File: src/rtl/nes_bus_pkg.sv
// -----------------------------------------------------------------------------
// nes_bus_pkg : shared types and default regions for the CPU memory bus.
// Rev 1.0
// -----------------------------------------------------------------------------
`default_nettype none

package nes_bus_pkg;

  typedef enum logic [1:0] {
    ST_IDLE    = 2'd0,
    ST_OWNED   = 2'd1,
    ST_HANDOFF = 2'd2
  } bus_state_e;

  localparam logic [15:0] WRAM_BASE = 16'h0000;
  localparam logic [15:0] WRAM_MASK = 16'hE000;
  localparam logic [15:0] PPU_BASE  = 16'h2000;
  localparam logic [15:0] PPU_MASK  = 16'hE000;
  localparam logic [15:0] PRG_BASE  = 16'h8000;
  localparam logic [15:0] PRG_MASK  = 16'h8000;

  // Index width that stays at least one bit for single-entry sets.
  function automatic int idx_w(input int n);
    return (n > 1) ? $clog2(n) : 1;
  endfunction

endpackage

`default_nettype wire

File: src/rtl/bus_rr_arbiter.sv
// -----------------------------------------------------------------------------
// bus_rr_arbiter : combinational fixed-priority / round-robin winner select.
// Rev 1.0
// -----------------------------------------------------------------------------
`default_nettype none

module bus_rr_arbiter
  import nes_bus_pkg::*;
#(
  parameter int N       = 2,
  parameter int RR_MODE = 0,
  parameter int IW      = idx_w(N)
) (
  input  logic [N-1:0]  req_i,
  input  logic [IW-1:0] rr_ptr_i,
  output logic [N-1:0]  gnt_o,
  output logic [IW-1:0] idx_o,
  output logic          valid_o
);

  // Scan upward from the start index, wrapping; fixed priority starts at 0.
  always_comb begin
    int start;
    int j;
    logic [IW-1:0] jj;
    gnt_o   = '0;
    idx_o   = '0;
    valid_o = 1'b0;
    start   = (RR_MODE != 0) ? int'(rr_ptr_i) : 0;
    j       = 0;
    jj      = '0;
    for (int i = 0; i < N; i++) begin
      j = start + i;
      if (j >= N) j = j - N;
      jj = IW'(j);
      if (!valid_o && req_i[jj]) begin
        valid_o   = 1'b1;
        gnt_o[jj] = 1'b1;
        idx_o     = jj;
      end
    end
  end

endmodule

`default_nettype wire

File: src/rtl/cpu_bus_arb.sv
// -----------------------------------------------------------------------------
// cpu_bus_arb : N-master CPU bus arbiter with region decode and read return.
// Rev 1.0
// -----------------------------------------------------------------------------
`default_nettype none

module cpu_bus_arb
  import nes_bus_pkg::*;
#(
  parameter int NUM_MASTERS = 2,
  parameter int NUM_REGIONS = 3,
  parameter int ADDR_W      = 16,
  parameter int DATA_W      = 8,
  parameter int RR_MODE     = 0,
  parameter logic [NUM_REGIONS*ADDR_W-1:0] REGION_BASE = {PRG_BASE, PPU_BASE, WRAM_BASE},
  parameter logic [NUM_REGIONS*ADDR_W-1:0] REGION_MASK = {PRG_MASK, PPU_MASK, WRAM_MASK}
) (
  input  logic                          clk_in,
  input  logic                          nres_in,
  input  logic [NUM_MASTERS-1:0]        m_req_in,
  input  logic [NUM_MASTERS*ADDR_W-1:0] m_a_in,
  input  logic [NUM_MASTERS-1:0]        m_r_nw_in,
  input  logic [NUM_MASTERS*DATA_W-1:0] m_d_in,
  output logic [NUM_MASTERS-1:0]        m_gnt_out,
  output logic [DATA_W-1:0]             m_d_out,
  output logic [NUM_MASTERS-1:0]        m_rvalid_out,
  output logic [ADDR_W-1:0]             a_out,
  output logic                          r_nw_out,
  output logic [DATA_W-1:0]             d_out,
  output logic [NUM_REGIONS-1:0]        s_en_out,
  input  logic [NUM_REGIONS*DATA_W-1:0] s_d_in,
  output logic                          dec_err_out
);

  localparam int MIW = idx_w(NUM_MASTERS);
  localparam int RIW = idx_w(NUM_REGIONS);

  bus_state_e             state_q, state_d;
  logic [MIW-1:0]         owner_q, owner_d, rr_ptr_q, rr_ptr_d;
  logic [NUM_MASTERS-1:0] gnt_q, gnt_d;
  logic                   rd_pend_q, rd_pend_d, rd_hit_q, rd_hit_d;
  logic [RIW-1:0]         rd_reg_q, rd_reg_d;
  logic [MIW-1:0]         rd_own_q, rd_own_d;

  logic [NUM_MASTERS-1:0] win_oh;
  logic [MIW-1:0]         win_idx;
  logic                   win_vld;
  logic                   owned, owner_req, hit;
  logic [RIW-1:0]         hit_idx;

  bus_rr_arbiter #(
    .N       (NUM_MASTERS),
    .RR_MODE (RR_MODE),
    .IW      (MIW)
  ) u_arb (
    .req_i    (m_req_in),
    .rr_ptr_i (rr_ptr_q),
    .gnt_o    (win_oh),
    .idx_o    (win_idx),
    .valid_o  (win_vld)
  );

  always_ff @(posedge clk_in) begin
    if (!nres_in) begin
      state_q   <= ST_IDLE;
      owner_q   <= '0;
      rr_ptr_q  <= '0;
      gnt_q     <= '0;
      rd_pend_q <= 1'b0;
      rd_hit_q  <= 1'b0;
      rd_reg_q  <= '0;
      rd_own_q  <= '0;
    end else begin
      state_q   <= state_d;
      owner_q   <= owner_d;
      rr_ptr_q  <= rr_ptr_d;
      gnt_q     <= gnt_d;
      rd_pend_q <= rd_pend_d;
      rd_hit_q  <= rd_hit_d;
      rd_reg_q  <= rd_reg_d;
      rd_own_q  <= rd_own_d;
    end
  end

  always_comb begin
    state_d  = state_q;
    owner_d  = owner_q;
    rr_ptr_d = rr_ptr_q;
    gnt_d    = gnt_q;
    case (state_q)
      ST_IDLE, ST_HANDOFF: begin
        if (win_vld) begin
          state_d = ST_OWNED;
          owner_d = win_idx;
          gnt_d   = win_oh;
        end else begin
          state_d = ST_IDLE;
          gnt_d   = '0;
        end
      end
      ST_OWNED: begin
        // No preemption: only the owner's own release ends the tenure.
        if (!owner_req) begin
          state_d  = ST_HANDOFF;
          gnt_d    = '0;
          rr_ptr_d = (int'(owner_q) == NUM_MASTERS - 1) ? '0 : owner_q + MIW'(1);
        end
      end
      default: begin
        state_d = ST_IDLE;
        gnt_d   = '0;
      end
    endcase
    // Read return is keyed to the accepting cycle, independent of release.
    rd_pend_d = owned && r_nw_out;
    rd_hit_d  = hit;
    rd_reg_d  = hit_idx;
    rd_own_d  = owner_q;
  end

  always_comb begin
    owned     = (state_q == ST_OWNED);
    owner_req = m_req_in[owner_q];
    a_out     = '0;
    r_nw_out  = 1'b1;
    d_out     = '0;
    if (owned) begin
      a_out    = m_a_in[int'(owner_q)*ADDR_W +: ADDR_W];
      r_nw_out = m_r_nw_in[owner_q];
      d_out    = m_d_in[int'(owner_q)*DATA_W +: DATA_W];
    end
    hit     = 1'b0;
    hit_idx = '0;
    for (int r = NUM_REGIONS - 1; r >= 0; r--) begin
      if ((a_out & REGION_MASK[r*ADDR_W +: ADDR_W]) == REGION_BASE[r*ADDR_W +: ADDR_W]) begin
        hit     = 1'b1;
        hit_idx = RIW'(r);
      end
    end
    s_en_out = '0;
    if (owned && hit) s_en_out[hit_idx] = 1'b1;
    dec_err_out  = owned && !hit;
    m_d_out      = (rd_pend_q && rd_hit_q) ? s_d_in[int'(rd_reg_q)*DATA_W +: DATA_W] : '0;
    m_rvalid_out = '0;
    if (rd_pend_q) m_rvalid_out[rd_own_q] = 1'b1;
    m_gnt_out = gnt_q;
  end

endmodule

`default_nettype wire

File: config.mk
export PLATFORM = sky130hd
export DESIGN_NAME = cpu_bus_arb
export DESIGN_NICKNAME = d
export VERILOG_FILES = /design/src/rtl/nes_bus_pkg.sv /design/src/rtl/bus_rr_arbiter.sv /design/src/rtl/cpu_bus_arb.sv
export SDC_FILE = /design/constraint.sdc
export NUM_CORES = 1
export LEC_CHECK = 0
export CAP_MARGIN = 10
export CORE_MARGIN = 2
export CORE_UTILIZATION = 27
export DETAILED_ROUTE_END_ITERATION = 10
export GPL_ROUTABILITY_DRIVEN = 0
export PLACE_DENSITY_LB_ADDON = 0.12
export SLEW_MARGIN = 10
export SYNTH_ARGS = -nofsm -noshare
export SYNTH_HDL_FRONTEND = slang
export SYNTH_SLANG_ARGS = --single-unit
File: constraint.sdc
create_clock -name clk_in -period 1.5 [get_ports clk_in]
set_input_delay 0.3 -clock clk_in [delete_from_list [all_inputs] [get_ports clk_in]]
set_output_delay 0.3 -clock clk_in [all_outputs]
set_load 0.005 [all_outputs]
==> results.yml, run 1 <==
power:
  switching_power_mw: 0.367
  pwr_density_cell_nw_per_um2: 491
  power_frac_clock_pct: 20.3
  power_frac_seq_pct: 22.3
  worst_ir_drop_vdd_mv: 0.247
  power.total_mw: 1.32
  comb_power_share_pct: 57.4
  power_report.internal_total_mw: 0.955
  p_leak_nw: 1.22
  power_switching_share_pct: 27.7
grt:
  globalRoute.busiestLayer: "met2"
  grt_first_pass_wirelength_um: 6620
  overflow: 0
  grtUsageMet1_pct: 18.8
  first_global_vias: 1474
  gr_util_met3_pct: 6.68
  grt_start_max_net_pins: 17
  grt.total_usage_pct: 19.5
  global_route.usage.met2_pct: 36.9
  grt_antenna_before_repair: 0
timing:
  unrepaired_setup_endpoints_after_global_routing: "true"
  finalWorstPathRequiredPeriod_ps: 1820
  final.setup.tns_ps: -5940
  clock.fmax_mhz: 549
  worst_pin_slew_ps: 452
  final-max-slew-violation-count: 0
  timing.final.hold_violations: 0
  maxSlewHeadroom_pct: 69.8
  post-route-period-util_pct: 122
  clock_skew_ps: 2.33
  fin_ws_ps: -323
  report.final.setup_viol: 37
critical_path:
  cp_data_arrival_time_ps: 1520
  r2r_cells: 6
  critPathKind: "flip-flop to primary output"
  regToRegEndpoint: "m_gnt_out[0]$_SDFFE_PN0P_"
  worst-endpoint-required_ps: 1200
  critical_path.startpoint_type: "flip-flop"
  crit_fanout: 7
  timing.rr.start: "owner_q$_SDFFE_PN0P_"
  regToRegSetupSlack_ps: 130
  critPathCaptureType: "primary output"
clock_tree:
  ctsRootBufferMaster: "sky130_fd_sc_hd__clkbuf_8"
  cts-htree-levels: 1
  numCtsBuffers: 3
  ctsLongestPathBuffers: 2
  cts_tree: "yes"
  clk_pin_slew_ps: 50
  insertion_delay_ps: 230
  ctsHoldBuffers: 0
  clock_sinks: 10
synth:
  synthArstFlopShare_pct: 0
  post-synth-top-count-cell: "sky130_fd_sc_hd__mux2i_1"
  area_contributors_post_synth: "sky130_fd_sc_hd__mux2i_1 30%, sky130_fd_sc_hd__dfxtp_1 19%, sky130_fd_sc_hd__nor2_1 8.4%"
  synth.yosys.seq_area_share_pct: 19.5
  yosys_warnings: 0
  synth_edf_count: 0
  syn-mean-instance-area_sq_um: 7.85
  post-synth-top-area-fraction_pct: 30.2
  syn_inst: 131
  cell_type_contributing_the_most_total_cell_area_after_synthesis: "sky130_fd_sc_hd__mux2i_1"
  synth.distinct_cells: 30
  mappedNetlistNets: 209
  synth_seq_cells: 10
  ys_dominant_reg_cell: "sky130_fd_sc_hd__dfxtp_1"
  syn_area_sq_um: 1030
  synthTopCellsByCount: "31 x sky130_fd_sc_hd__mux2i_1, 23 x sky130_fd_sc_hd__nor2_1, 14 x sky130_fd_sc_hd__nand2_1"
worst_hold_path:
  min_path_cells: 2
  min_delay_worst_endpoint: "m_gnt_out[1]$_SDFFE_PN0P_"
  timing.hold.worst.class: "flip-flop to flip-flop"
  hold_path_startpoint: "m_gnt_out[1]$_SDFFE_PN0P_"
die:
  initial_utilization_pct: 28.1
  core.rowCount: 22
  floorplan.core_area_sq_um: 3660
  die_h_um: 65.7
  die_area_sq_um: 4320
  die_w_um: 65.7
  pin_count: 119
drt:
  drt.antenna.violating_nets: 0
  remaining_drc_errors: 0
  route.detailed.vias_per_inst: 4.50
  drt-pass1-iter-count: 3
  wl_per_cell_um: 12.9
  initialDrtViolationCount: 21
  dr_vias: 1513
  route.final.wire_length_um: 4350
final_layout:
  area_growth_pct: 162
  finalCoreUtilization_pct: 73.6
  antenna_cells: 0
  final_cell_area_sq_um: 2690
  share_of_cells_above_drive_strength_1_pct: 43.1
  num-nets-final: 368
outcome:
  run_status: "finished, violations left"
  violations: "negative setup slack"
placement:
  preCtsSetupSlack_ps: -622
  port_buffers: 118
  place_hpwl_um: 3160
  post_dp_cell_area_sq_um: 2330
job:
  max-cap-violations: 0
-- area by class of cell --
cell class                 instances  area [sq um]
sequential                        10           208
multi-input combinational        111           916
timing repair buffer             163          1470
clock buffer                       3          41.3
fill                             292           967
inverter                           1          3.75
tap                               48          60.1
-- how the worst max path moves through the flow --
stage                         startpoint          end
finish              owner_q$_SDFFE_PN0P_     a_out[9]
global route        owner_q$_SDFFE_PN0P_  s_en_out[0]
detailed placement            m_a_in[14]  s_en_out[0]
CTS                 owner_q$_SDFFE_PN0P_  s_en_out[0]
floorplan           owner_q$_SDFFE_PN0P_  s_en_out[0]
global placement              m_a_in[14]  s_en_out[1]
-- critical path, stage by stage (launching register included) --
cell and delay [ps]:
sky130_fd_sc_hd__dfxtp_4 350, sky130_fd_sc_hd__buf_4 140, sky130_fd_sc_hd__buf_8 130, sky130_fd_sc_hd__buf_6 110, sky130_fd_sc_hd__buf_6 110, sky130_fd_sc_hd__buf_16 120
sky130_fd_sc_hd__mux2i_1 150, sky130_fd_sc_hd__nor2_1 50, sky130_fd_sc_hd__buf_2 120
-- cell usage in the layout (no fill, tap or decap), types with 3 or more instances in the layout --
cell type / synthesis / layout
sky130_fd_sc_hd__clkdlybuf4s50_1: 0 / 62
sky130_fd_sc_hd__buf_2: 2 / 33
sky130_fd_sc_hd__mux2i_1: 31 / 27
sky130_fd_sc_hd__buf_4: 1 / 23
sky130_fd_sc_hd__nor2_1: 23 / 22
sky130_fd_sc_hd__buf_6: 2 / 18
sky130_fd_sc_hd__dlygate4sd2_1: 0 / 15
sky130_fd_sc_hd__nand2_1: 14 / 9
sky130_fd_sc_hd__or2_4: 0 / 8
sky130_fd_sc_hd__a21oi_2: 0 / 8
sky130_fd_sc_hd__dfxtp_1: 10 / 8
sky130_fd_sc_hd__nand2_2: 0 / 5
sky130_fd_sc_hd__mux2i_4: 1 / 4
sky130_fd_sc_hd__dlymetal6s2s_1: 0 / 4
sky130_fd_sc_hd__nor2b_1: 3 / 3
sky130_fd_sc_hd__and2_1: 3 / 3
sky130_fd_sc_hd__clkbuf_8: 0 / 3
sky130_fd_sc_hd__buf_8: 0 / 3
-- cells by family (layout without fill, tap and decap cells) --
kind of cell           after synthesis  after routing  share of synthesized area [%]
AOI/OAI and AO/OA                   15             15                           8.76
buffers and inverters               10            167                           5.72
DFF                                 10             10                           19.5
muxes                               34             34                           34.8
and+or+nand+nor                     62             62                           31.3
-- power groups by stage --
stage               Combinational (mW)  Clock (mW)  Sequential, mW
floorplan                        0.234           0           0.297
global placement                 0.618           0           0.306
detailed placement               0.620           0           0.306
CTS                              0.723       0.272           0.298
global route                     0.820       0.290           0.297
finish                           0.759       0.268           0.295
-- through the flow --
stage / std cells / hold slack, ps
after floorplan: 131 / 439
after global placement: 302 / 450
after detailed placement: 302 / 453
after CTS: 331 / 460
after global routing: 336 / 489
final: 336 / 453
-- sequential cells by signal, indices dropped and copies added (netlist names) --
signal     flops
rd_reg_q       2
rd_hit_q       1
m_gnt_out      2
state_q        2
owner_q        1
rd_pend_q      1
rd_own_q       1
-- per-layer routing --
layer	vias to the layer above	share of wire, %
met2	86	52
met3	6	12
met1	658	35
li1	763	-
met4	0	1.7
met5	-	0
-- repair_timing --
action | 4_1_cts | 5_1_grt
gates resized for setup | 199 | 33
setup endpoints to repair | 38 | 39
hold endpoints to repair | 0 | 0
cloned | 2 | 0
pin swaps | 22 | 17
setup buffers | 25 | 10
No activity file was read; power rests on OpenSTA's default activity.
==> run 2: changes to the inputs <==
- CORE_MARGIN: 2 -> not set
- GPL_TIMING_DRIVEN: not set -> 0
- SLEW_MARGIN: 10 -> not set
==> run 2 against run 1 <==
Net effect:
- sequential power about the same
- clock-buffer cell count unchanged
- combinational power decreased by 9.4%
- cell count decreased by 5.4%
- power decreased by 5.1%
- the run still ends with negative setup slack left
- highest routed layer unchanged
- largest cell class unchanged
- worst hold slack improved by 14 ps
==> results.yml, run 2 (synthesis results as in run 1) <==
drt:
  initialDrtViolationCount: 11
  route.detailed.vias_per_inst: 4.51
  wl_per_cell_um: 12.3
  remaining_drc_errors: 0
  dr_vias: 1435
  drt-pass1-iter-count: 4
  drt.antenna.violating_nets: 0
  route.final.wire_length_um: 3910
timing:
  final-max-slew-violation-count: 0
  unrepaired_setup_endpoints_after_global_routing: "true"
  maxSlewHeadroom_pct: 70.7
  finalWorstPathRequiredPeriod_ps: 1770
  report.final.setup_viol: 35
  fin_ws_ps: -265
  clock_skew_ps: 2.83
  clock.fmax_mhz: 566
  post-route-period-util_pct: 118
  worst_hold_slack_ps: 468
  timing.final.hold_violations: 0
  worst_pin_slew_ps: 439
clock_tree:
  insertion_delay_ps: 230
  ctsRootBufferMaster: "sky130_fd_sc_hd__clkbuf_8"
  ctsLongestPathBuffers: 2
  ctsHoldBuffers: 0
  clk_pin_slew_ps: 50
  cts-htree-levels: 1
  clock_sinks: 10
  numCtsBuffers: 3
  cts_tree: "yes"
power:
  p_leak_nw: 1.09
  power.total_mw: 1.25
  pwr_density_cell_nw_per_um2: 489
  worst_ir_drop_vdd_mv: 0.276
final_layout:
  final_cell_area_sq_um: 2570
  antenna_cells: 0
  finalCoreUtilization_pct: 70.1
  area_growth_pct: 150
  most_common_library_cell_in_the_layout_ignoring_fill_and_taps: "sky130_fd_sc_hd__clkdlybuf4s50_1"
  final_cell_mix: "62 x sky130_fd_sc_hd__clkdlybuf4s50_1, 29 x sky130_fd_sc_hd__mux2i_1, 23 x sky130_fd_sc_hd__nor2_1, 21 x sky130_fd_sc_hd__buf_2, 18 x sky130_fd_sc_hd__dlygate4sd2_1"
  num-fill-cells: 315
  share_of_cells_above_drive_strength_1_pct: 36.3
  num-nets-final: 350
critical_path:
  critPathCaptureType: "primary output"
  worst-endpoint-required_ps: 1200
  critical_path.cell_chain: "buf_8, mux2i_4, nor2_4, buf_6, nor4_1, buf_2"
  regToRegSetupSlack_ps: 80
  cp_data_arrival_time_ps: 1470
  crit_fanout: 5
  timing.critical_path.slowest_cell_delay_ps: 320
  crit_path_top_delay_cell: "sky130_fd_sc_hd__dfxtp_2"
  critPathKind: "flip-flop to primary output"
  path_delay_family: "buffers and inverters"
  critical_path.startpoint_type: "flip-flop"
  timing.critical_path.buf_inv: 3
grt:
  grt_first_pass_wirelength_um: 5800
  grt.total_usage_pct: 17.8
  overflow: 0
  first_global_vias: 1370
  grt_start_max_net_pins: 11
  grt_antenna_before_repair: 0
placement:
  port_buffers: 118
  post_dp_cell_area_sq_um: 2270
  place_hpwl_um: 2830
die:
  initial_utilization_pct: 28.1
  die_h_um: 63.7
  die_area_sq_um: 4060
  core.rowCount: 22
  floorplan.core_area_sq_um: 3660
  pin_count: 119
  die_w_um: 63.7
job:
  max-cap-violations: 0
outcome:
  run_status: "finished, violations left"
  violations: "negative setup slack"
worst_hold_path:
  timing.hold.worst.class: "flip-flop to flip-flop"
run 2: report_power, final:
part	internal [mW]	switching, mW
clock	0.175	0.0936
sequential	0.284	0.0141
combinational	0.451	0.236
run 2: area by class of cell:
class	count	area (sq um)	share of cell area, %
timing repair buffer	136	1230	47.9
tap	48	60.1	2.34
multi-input combinational	111	902	35.2
buffer	9	120	4.68
inverter	1	3.75	0.146
clock buffer	3	41.3	1.61
sequential	10	209	8.14
run 2: worst min-delay path, stage by stage (launching register included):
cell,delay (ps)
sky130_fd_sc_hd__dfxtp_1,300
sky130_fd_sc_hd__nand2_1,50
sky130_fd_sc_hd__o21ai_0,60
run 2: path summary, 6_finish.rpt:
check | start | to | cells past startpoint
hold reg to reg | m_gnt_out[0]$_SDFFE_PN0P_ | m_gnt_out[0]$_SDFFE_PN0P_ | 2
setup reg to reg | owner_q$_SDFFE_PN0P_ | m_gnt_out[1]$_SDFFE_PN0P_ | 7
hold / removal | m_gnt_out[0]$_SDFFE_PN0P_ | m_gnt_out[0]$_SDFFE_PN0P_ | 2
setup / recovery | owner_q$_SDFFE_PN0P_ | s_en_out[1] | 6
run 2: repair_timing:
item / in CTS / in global routing
gates resized for setup: 187 / 22
setup buffers: 13 / 3
gates cloned: 1 / 2
setup endpoints to repair: 39 / 38
pin swaps: 17 / 23
run 2: layer usage:
metal,GRT usage [%],routed length [um]
met5,0,0
met2,32.2,1870
met1,18.9,1540
met3,7.25,487
met4,4.26,19
run 2: through the flow:
stage	cells	setup WS, ps	setup TNS [ps]
finish	318	-265	-4780
global route	318	-317	-7300
CTS	314	-262	-5220
detailed placement	297	-678	-15000
global placement	297	-656	-15080
floorplan	131	95.9	0
